$ cat config.mk
export PLATFORM = sky130hd
export DESIGN_NAME = regfile_debug_port
export DESIGN_NICKNAME = d
export VERILOG_FILES = /design/src/rtl/regfile_debug_port.sv
export SDC_FILE = /design/constraint.sdc
export NUM_CORES = 1
export LEC_CHECK = 0
export BUFFER_PORTS_ARGS = -buffer_cell sky130_fd_sc_hd__buf_2
export CAP_MARGIN = 20
export CELL_PAD_IN_SITES_DETAIL_PLACEMENT = 0
export CELL_PAD_IN_SITES_GLOBAL_PLACEMENT = 1
export CORE_ASPECT_RATIO = 2
export CORE_MARGIN = 3
export CORE_UTILIZATION = 34
export DETAILED_ROUTE_END_ITERATION = 8
export GPL_TIMING_DRIVEN = 0
export HOLD_SLACK_MARGIN = 0.1
export PLACE_DENSITY_LB_ADDON = 0.08
export SKIP_CTS_REPAIR_TIMING = 1
export SLEW_MARGIN = 10
export SYNTH_ARGS = -nofsm -noshare
export SYNTH_HDL_FRONTEND = slang
export SYNTH_SLANG_ARGS = --single-unit
export TNS_END_PERCENT = 1
$ cat constraint.sdc
create_clock -name clk -period 3 [get_ports clk]
set_input_delay 0.45 -clock clk [delete_from_list [all_inputs] [get_ports clk]]
set_output_delay 0.45 -clock clk [all_outputs]
set_load 0.005 [all_outputs]
$ cat src/rtl/regfile_debug_port.sv
// rtl/regfile_debug_port.sv - debug read/write access to the core register file
//
// Purpose:
//   Takes one debug register command at a time. It halts the core, waits for
//   the core to report that it is stalled, and then performs a single-cycle
//   access on the register file ports. Outside that access cycle, the core
//   writeback and rs1 read ports pass straight through to the register file.
//   If the core does not halt within TIMEOUT cycles, the block returns an
//   error response and performs no access.
//
// Ports:
//   clk, reset                        clock (rising edge), async active-high reset
//   io_cmd_valid/ready/write/addr/wdata   debug command handshake and payload
//   io_rsp_valid/ready/rdata/err          debug response handshake and payload
//   io_halt_req, io_halted                core stall request / acknowledge
//   io_core_rd_addr/wen/data, io_core_rs1_addr   core side of the register file
//   io_rf_rd_addr/wen/data, io_rf_rs1_addr       register file write/read address
//   io_rf_rs1_data                              register file combinational read data

module regfile_debug_port #(
   parameter int TIMEOUT = 255
) (
   input  logic        clk,
   input  logic        reset,
   input  logic        io_cmd_valid,
   output logic        io_cmd_ready,
   input  logic        io_cmd_write,
   input  logic [4:0]  io_cmd_addr,
   input  logic [31:0] io_cmd_wdata,
   output logic        io_rsp_valid,
   input  logic        io_rsp_ready,
   output logic [31:0] io_rsp_rdata,
   output logic        io_rsp_err,
   output logic        io_halt_req,
   input  logic        io_halted,
   input  logic [4:0]  io_core_rd_addr,
   input  logic        io_core_rd_wen,
   input  logic [31:0] io_core_rd_data,
   input  logic [4:0]  io_core_rs1_addr,
   output logic [4:0]  io_rf_rd_addr,
   output logic        io_rf_rd_wen,
   output logic [31:0] io_rf_rd_data,
   output logic [4:0]  io_rf_rs1_addr,
   input  logic [31:0] io_rf_rs1_data
);

   typedef enum logic [1:0] {
      IDLE      = 2'd0,
      HALT_WAIT = 2'd1,
      ACCESS    = 2'd2,
      RESP      = 2'd3
   } state_t;

   // The counter holds the number of HALT_WAIT cycles already spent without
   // a halt. The cycle in which it equals TIMEOUT-1 is the last one allowed.
   localparam logic [7:0] WAIT_LAST = 8'(TIMEOUT - 1);

   state_t      state, state_nxt;
   logic [7:0]  wait_cnt, wait_cnt_nxt;
   logic        accept;
   logic        timeout_hit;

   logic        cap_write;
   logic [4:0]  cap_addr;
   logic [31:0] cap_wdata;
   logic [31:0] rdata_q;
   logic        err_q;

   always_ff @(posedge clk or posedge reset) begin
      if (reset) begin
         state    <= IDLE;
         wait_cnt <= 8'd0;
      end else begin
         state    <= state_nxt;
         wait_cnt <= wait_cnt_nxt;
      end
   end

   always_comb begin
      state_nxt    = state;
      wait_cnt_nxt = wait_cnt;
      accept       = 1'b0;
      timeout_hit  = 1'b0;
      case (state)
         IDLE: begin
            if (io_cmd_valid) begin
               accept       = 1'b1;
               state_nxt    = HALT_WAIT;
               wait_cnt_nxt = 8'd0;
            end
         end
         HALT_WAIT: begin
            if (io_halted) begin
               state_nxt    = ACCESS;
               wait_cnt_nxt = 8'd0;
            end else if (wait_cnt == WAIT_LAST) begin
               timeout_hit  = 1'b1;
               state_nxt    = RESP;
               wait_cnt_nxt = 8'd0;
            end else begin
               wait_cnt_nxt = wait_cnt + 8'd1;
            end
         end
         ACCESS: begin
            state_nxt = RESP;
         end
         RESP: begin
            if (io_rsp_ready) begin
               state_nxt = IDLE;
            end
         end
         default: begin
            state_nxt    = IDLE;
            wait_cnt_nxt = 8'd0;
         end
      endcase
   end

   // Captured command and response payload
   always_ff @(posedge clk or posedge reset) begin
      if (reset) begin
         cap_write <= 1'b0;
         cap_addr  <= 5'd0;
         cap_wdata <= 32'd0;
         rdata_q   <= 32'd0;
         err_q     <= 1'b0;
      end else begin
         if (accept) begin
            cap_write <= io_cmd_write;
            cap_addr  <= io_cmd_addr;
            cap_wdata <= io_cmd_wdata;
            rdata_q   <= 32'd0;
            err_q     <= 1'b0;
         end
         if (timeout_hit) begin
            rdata_q <= 32'd0;
            err_q   <= 1'b1;
         end
         if (state == ACCESS) begin
            err_q <= 1'b0;
            // Register x0 reads as zero whatever the register file returns.
            // Writes always return zero.
            if (!cap_write && (cap_addr != 5'd0)) begin
               rdata_q <= io_rf_rs1_data;
            end else begin
               rdata_q <= 32'd0;
            end
         end
      end
   end

   // While reset is asserted, ready is gated so the released IDLE state is not
   // advertised before the first clean cycle.
   assign io_cmd_ready = (state == IDLE) && !reset;
   assign io_halt_req  = (state != IDLE);
   assign io_rsp_valid = (state == RESP);
   assign io_rsp_rdata = rdata_q;
   assign io_rsp_err   = err_q;

   // The debug block owns the register file ports only during ACCESS. A core
   // writeback in that cycle is dropped. The core is halted then, so none is
   // expected.
   always_comb begin
      io_rf_rd_addr  = io_core_rd_addr;
      io_rf_rd_wen   = io_core_rd_wen;
      io_rf_rd_data  = io_core_rd_data;
      io_rf_rs1_addr = io_core_rs1_addr;
      if (state == ACCESS) begin
         io_rf_rd_addr  = cap_addr;
         io_rf_rd_wen   = cap_write && (cap_addr != 5'd0);
         io_rf_rd_data  = cap_wdata;
         io_rf_rs1_addr = cap_addr;
      end
   end

endmodule

==> results of run 1 <==
cell type report:
class                   instances  share of cell area (%)
flip-flops and latches         81                    38.7
well taps                     137                    3.28
diodes                          1                  0.0478
repair buffers                197                    19.3
multi-input cells             177                    29.7
inverters                      18                    1.34
clock buffers                   9                    4.30
clock inverters                 7                    1.58
plain buffers                  16                    1.72
power by group through the flow:
stage / combinational [W] / clock [W] / sequential (W)
detailed placement: 0.00215 / 0 / 0.00190
floorplan: 0.00132 / 0 / 0.00185
global placement: 0.00212 / 0 / 0.00188
finish: 0.00210 / 0.00113 / 0.00188
CTS: 0.00216 / 0.00117 / 0.00188
global route: 0.00233 / 0.00122 / 0.00193
cells in the final DEF, fill, tap and decap left out, types with 2 or more instances in the layout:
cell type,instances
a21oi_1,3
a22o_1,30
a22o_2,2
a2bb2oi_1,2
buf_2,202
buf_6,3
clkbuf_1,7
clkbuf_16,9
dfrtp_1,81
ha_1,7
inv_1,17
inv_6,5
mux2_2,70
mux2i_1,2
nand2_1,12
nand2b_1,2
nand3_1,4
nor2_1,8
nor3_1,2
o21ai_0,13
xnor2_1,3
worst max-delay path: stages, from the launching register on:
cell and delay [ns]:
dfrtp_1 0.42, inv_1 0.14, ha_1 0.16, clkbuf_1 0.30, clkbuf_1 0.51, mux2_2 0.40
buf_2 0.13
registers in the layout, indices dropped and copies added (netlist names):
signal / flops
cap_wdata: 32
io_rsp_err: 1
cap_write: 1
io_rsp_rdata: 32
cap_addr: 5
state: 2
wait_cnt: 8
worst paths after layout:
path	from	slack, ns	to
worst max-delay path	state[0]$_DFFE_PP0P_	0.16	io_rf_rd_data[27]
worst min register to register	io_rsp_rdata[14]$_DFFE_PP0P_	0.50	io_rsp_rdata[14]$_DFFE_PP0P_
worst min-delay path	reset	0.1	wait_cnt[0]$_DFFE_PP0P_
min in group clk	io_rf_rs1_data[8]	0.32	io_rsp_rdata[8]$_DFFE_PP0P_
worst max register to register	state[0]$_DFFE_PP0P_	0.94	wait_cnt[3]$_DFFE_PP0P_
max in group asynchronous	reset	2.33	io_rsp_rdata[17]$_DFFE_PP0P_
layer usage:
layer  up-vias  GRT usage, %
li1       1459             -
met1      1409          18.1
met2       132          29.5
met3        22          3.79
met4         0          9.43
met5         -             0
metrics by stage:
stage / std cells / power (W) / hold WS (ns) / TNS, ns / utilization (%)
after floorplan: 293 / 0.00317 / 0.474 / 0 / -
after global placement: 626 / 0.00400 / 0.482 / -48.20 / 46.2
after detailed placement: 627 / 0.00404 / 0.464 / 0 / 46.4
after CTS: 643 / 0.00521 / 0.0977 / -0.326 / 49.3
after global routing: 643 / 0.00548 / 0.121 / 0 / 49.3
final: 643 / 0.00511 / 0.0965 / 0 / 49.3
kinds of logic after synthesis:
logic type	Yosys count
flip-flops	81
adder cells (fa/ha/maj)	7
XOR/XNOR	3
AND/OR/NAND/NOR	36
buffers and inverters	35
AO/OA/AOI/OAI	59
multiplexers	72
cells in the mapped netlist (all sizes together):
cell type / n / share of area [%]
a22o: 32 / 7.6
nand4: 1 / 0.17
nor4: 1 / 0.17
mux2i: 2 / 0.53
nor2: 9 / 0.97
xnor2: 3 / 0.70
a211oi: 1 / 0.33
a2bb2oi: 2 / 0.47
clkbuf: 8 / 0.80
dfrtp: 81 / 54
buf: 9 / 1.7
or4: 1 / 0.30
o21bai: 2 / 0.50
nand2b: 2 / 0.33
or2: 1 / 0.17
a31oi: 1 / 0.17
o22ai: 1 / 0.17
nand2: 12 / 1.2
o31ai: 1 / 0.20
a31o: 1 / 0.23
and3: 1 / 0.17
o21ai: 14 / 2.0
ha: 7 / 2.3
nor2b: 1 / 0.17
inv: 18 / 1.8
mux2: 70 / 21
o2bb2ai: 1 / 0.23
a21oi: 3 / 0.40
nand3: 4 / 0.53
nor3: 3 / 0.53
==> results.md, run 1 <==
- Filler instances: 1043
- RSZ-0062 raised after global routing: no
- Syn nets: 418
- P_sw: 0.00170 W
- Largest family of logic cells by synthesized area: multiplexers
- Worst clock skew: 0.0101 ns
- RD Place Congestion: 0.741
- Hold Path Class: in2async
- Worst Reg-to-Reg Cells: 7
- Initial antenna violation count: 1
- I/O pins: 197
- Layout overhead on the synthesized area: 39.8%
- Peak VDD IR: 0.464 mV
- First-pass GRT wire length: 15900 um
- Vias in the first global route: 3230
- Reg power frac: 36.8%
- Mux share of post-synthesis cell area: 21.6%
- Crit path DAT: 2.39 ns
- Synth cell types: 36
- Clock sink count: 81
- Worst-case clock buffer depth: 2
- DR WL/cell: 15.7 um
- Final setup margin: 0.159 ns
- Vias post-DR: 3022
- Dpl hpwl: 8030 um
- H-tree Lvls: 3
- Max_cap viols: 0
- Top sig layer: met4
- CTS tree: built
- Num CTS Buffers: 9
- Simple-gate share of the synthesized area: 4.71%
- Final Max Slew Viols: 0
- Core footprint: 10600 sq um
- Synth Area in Adders: 2.34%
- Critical path type: reg2out
- Clock power share: 22.2%
- Number of nets with antenna violations after routing: 0
- Setup WS pre-CTS: 0.302 ns
- Hold Violations, Final: 0
- Avg Inst Size Synth: 12.8 sq um
- Flip-flop and latch area: 2030 sq um
- Yosys reg bits: 81
- Critical Path Sink Type: output port
- Clock-pin slew on the worst setup and hold paths: 0.06 ns
- Total congestion overflow: 0
- Tcrit/Tclk final: 94.7%
- Largest net degree at the start of global routing: 58
- TritonRoute pass-1 iters: 4
- Min Tclk post-route: 2.84 ns
- PwrDens: 976 nW/um^2
- Leakage power: 2.71 nW
- # nets final: 625
- Die Footprint: 12400 sq um
- Residual DRC count: 0
- Synthesized instance count: 293
- Area fraction in compound gates after synthesis: 12.2%
- Wirelength, routed: 10100 um
- Worst rel slew slack: 60.5%
- Met2 Wirelength: 5400 um
- Finished Cell Area: 5230 sq um
- DR vias/cell: 4.70
- Kind of start point of the critical path: flop
- Die Wd: 80.2 um
- Placed standard-cell area: 4930 sq um
- Std-Cell Rows: 53
- DRT iter0 DRCs: 74
- Initial Utilization: 35.3%
- XOR/XNOR Fraction of Synth Area: 0.702%
- Area of the multi-input gates: 1560 sq um
- Measured slew at the worst slew-check pin: 0.592 ns
- PortBufs: 196
- Register area share after synthesis: 54.1%
- Netlist Area Pre-Place: 3740 sq um
- Layout cell share with drive strength beyond 1: 60.0%
- Int Pwr: 0.00341 W
- Yosys warnings: 0
- Overall die height: 154 um
- Tot GR Track Use: 16.8%
- Met3 wire len: 782 um
- Root Driver: clkbuf_16
- Clock latency on the worst-skew pair: 0.34 ns
- Critical Path RT: 2.55 ns
- Switching share of power: 33.2%
- Met1 WL: 3530 um
- Fmax: 352 MHz
- Worst-path fanout max: 10
- Run status: finished clean
- Final setup fails: 0
- Combinational power share: 41.1%
Note: power is estimated with default switching activity, not from simulation.
==> inputs of run 2 (changes only) <==
RECOVER_POWER = 50   (was not set)
==> results.md, run 2 (synthesized netlist as in run 1, its figures left out) <==
- Worst rel slew slack: 6.43% (was 60.5%)
- Min Tclk post-route: 2.84 ns (about the same)
- Layout cell share with drive strength beyond 1: 56.0% (was 60.0%)
- Dpl hpwl: 8030 um (unchanged)
- Measured slew at the worst slew-check pin: 1.40 ns (was 0.592 ns)
- H-tree Lvls: 3 (unchanged)
- Critical Path Sink Type: output port (unchanged)
- R2r startpoint: state[0]$_DFFE_PP0P_ (unchanged)
- Initial antenna violation count: 1 (unchanged)
- Worst Reg-to-Reg Cells: 6 (was 7)
- Tot GR Track Use: 16.8% (unchanged)
- Final core utilization: 48.9% (was 49.3%)
- Met2 Use GR: 29.5% (unchanged)
- RSZ-0062 raised after global routing: no (unchanged)
- Critical Path RT: 2.55 ns (about the same)
- TritonRoute pass-1 iters: 4 (unchanged)
- DP Cell Count: 627 (unchanged)
- Most frequent cells in the layout: 182 x buf_2, 81 x dfrtp_1, 70 x mux2_2 (was 202 x buf_2, 81 x dfrtp_1, 70 x mux2_2)
- Combinational power share: 40.7% (was 41.1%)
- Fmax: 352 MHz (about the same)
- Layout overhead on the synthesized area: 38.5% (was 39.8%)
- Std-Cell Rows: 53 (unchanged)
- Clock latency on the worst-skew pair: 0.34 ns (about the same)
- Number of nets with antenna violations after routing: 0 (unchanged)
- Num CTS Buffers: 9 (unchanged)
- Overall die height: 154 um (unchanged)
- Largest net degree at the start of global routing: 58 (unchanged)
- Worst clock skew: 0.00998 ns (was 0.0101 ns)
- Root Driver: clkbuf_16 (unchanged)
- Critical path type: reg2out (unchanged)
- PortBufs: 196 (unchanged)
- Hold Violations, Final: 0 (unchanged)
- Die Footprint: 12400 sq um (unchanged)
- First-pass GRT wire length: 15900 um (unchanged)
- Clock power share: 22.3% (was 22.2%)
- Met1 Resource Use GR: 18.1% (unchanged)
- DRT iter0 DRCs: 74 (unchanged)
- Peak VDD IR: 0.464 mV (about the same)
- Max_cap viols: 0 (unchanged)
- Leakage power: 2.62 nW (was 2.71 nW)
- DR WL/cell: 15.7 um (about the same)
- WHS: 0.317 ns (was 0.0965 ns)
- RD Place Congestion: 0.741 (unchanged)
- Int Pwr: 0.00338 W (was 0.00341 W)
- Non-Filler Instances: 643 (unchanged)
- Clock-pin slew on the worst setup and hold paths: 0.06 ns (about the same)
- Initial Utilization: 35.3% (unchanged)
- R2R setup slack: 0.81 ns (was 0.94 ns)
- Hold Path Class: in2async (unchanged)
- Run status: finished clean (unchanged)
- Worst-path fanout max: 10 (unchanged)
- P_sw: 0.00170 W (about the same)
- Vias post-DR: 3029 (was 3022)
- Switching share of power: 33.4% (was 33.2%)
- Reg2reg end: cap_wdata[0]$_DFFE_PP0P_ (was wait_cnt[3]$_DFFE_PP0P_)
- Wirelength, routed: 10100 um (about the same)
- Clock sink count: 81 (unchanged)
- Crit path DAT: 2.39 ns (about the same)
- PwrDens: 979 nW/um^2 (was 976 nW/um^2)
- Die Wd: 80.2 um (unchanged)
- Worst-case clock buffer depth: 2 (unchanged)
- CTS tree: built (unchanged)
- Final setup fails: 0 (unchanged)
- Vias in the first global route: 3230 (unchanged)
- Reg power frac: 37.0% (was 36.8%)
- Most common cell after layout, fill and taps aside: buf_2 (unchanged)
- Global route hottest layer: met2 (unchanged)
- Kind of start point of the critical path: flop (unchanged)
- Core footprint: 10600 sq um (unchanged)
- Total congestion overflow: 0 (unchanged)
- Final Max Slew Viols: 0 (unchanged)
- Met3 Usage GRT: 3.79% (unchanged)
- I/O pins: 197 (unchanged)
- Residual DRC count: 0 (unchanged)
- Tcrit/Tclk final: 94.8% (was 94.7%)
- # nets final: 625 (unchanged)
- DR vias/cell: 4.71 (was 4.70)
[run 2: cell types whose count changed in the layout (fill, tap and decap cells not counted)]
cell / previous run / this run
clkinvlp_2: 0 / 1
clkbuf_1: 7 / 27
buf_16: 1 / 0
inv_4: 1 / 0
clkbuf_2: 0 / 1
buf_2: 202 / 182
[run 2: worst max-delay path by stage]
| stage | start | end | slack [ns] | cells after the start |
|---|---|---|---|---|
| 4_1_cts | state[0]$_DFFE_PP0P_ | io_rf_rd_addr[0] | -0.09 | 8 |
| 5_1_grt | state[0]$_DFFE_PP0P_ | io_rf_rd_data[15] | 0.03 | 6 |
| 3_5_place_dp | state[0]$_DFFE_PP0P_ | io_rf_rd_addr[0] | 0.30 | 8 |
| 3_3_place_gp | reset | cap_wdata[19]$_DFFE_PP0P_ | -0.60 | 2 |
| 2_1_floorplan | reset | cap_addr[0]$_DFFE_PP0P_ | 0.47 | 1 |
| 6_report | state[0]$_DFFE_PP0P_ | io_rf_rd_data[27] | 0.16 | 6 |
[run 2: power groups by stage]
stage	sequential [W]	combinational, W	clock (W)
floorplan	0.00185	0.00132	0
global placement	0.00188	0.00212	0
detailed placement	0.00190	0.00215	0
CTS	0.00188	0.00216	0.00117
global route	0.00194	0.00229	0.00122
finish	0.00188	0.00206	0.00113
[run 2: per-stage QoR]
step | setup WS (ns) | TNS, ns | cell area [sq um] | total power (W)
after detailed placement | 0.302 | 0 | 4930 | 0.00404
after CTS | -0.0853 | -0.326 | 5240 | 0.00521
after floorplan | 0.470 | 0 | 3740 | 0.00317
after global placement | -0.599 | -48.20 | 4900 | 0.00400
final | 0.157 | 0 | 5180 | 0.00508
after global routing | 0.0273 | 0 | 5180 | 0.00545
[run 2: area by class of cell]
class                           count  area, sq um
Antenna cell                        1         2.50
Buffer                             16         88.8
Clock buffer                        9          225
Clock inverter                      7         82.6
Fill cell                        1050         5430
Inverter                           18         68.8
Multi-Input combinational cell    177         1560
Sequential cell                    81         2030
Tap cell                          137          171
Timing Repair Buffer              197          962
[run 2: per-layer routing]
metal  part of all wire [%]  vias to the layer above
met1                     35                     1417
met3                    7.8                       24
li1                       -                     1458
met4                    4.1                        0
met2                     53                      130
met5                      0                        -
[run 2: worst max-delay path, stage by stage (launching register included)]
cell and delay, ns:
dfrtp_1 0.42, inv_1 0.14, ha_1 0.16, clkbuf_1 0.30
clkbuf_1 0.51, mux2_2 0.40, buf_2 0.13
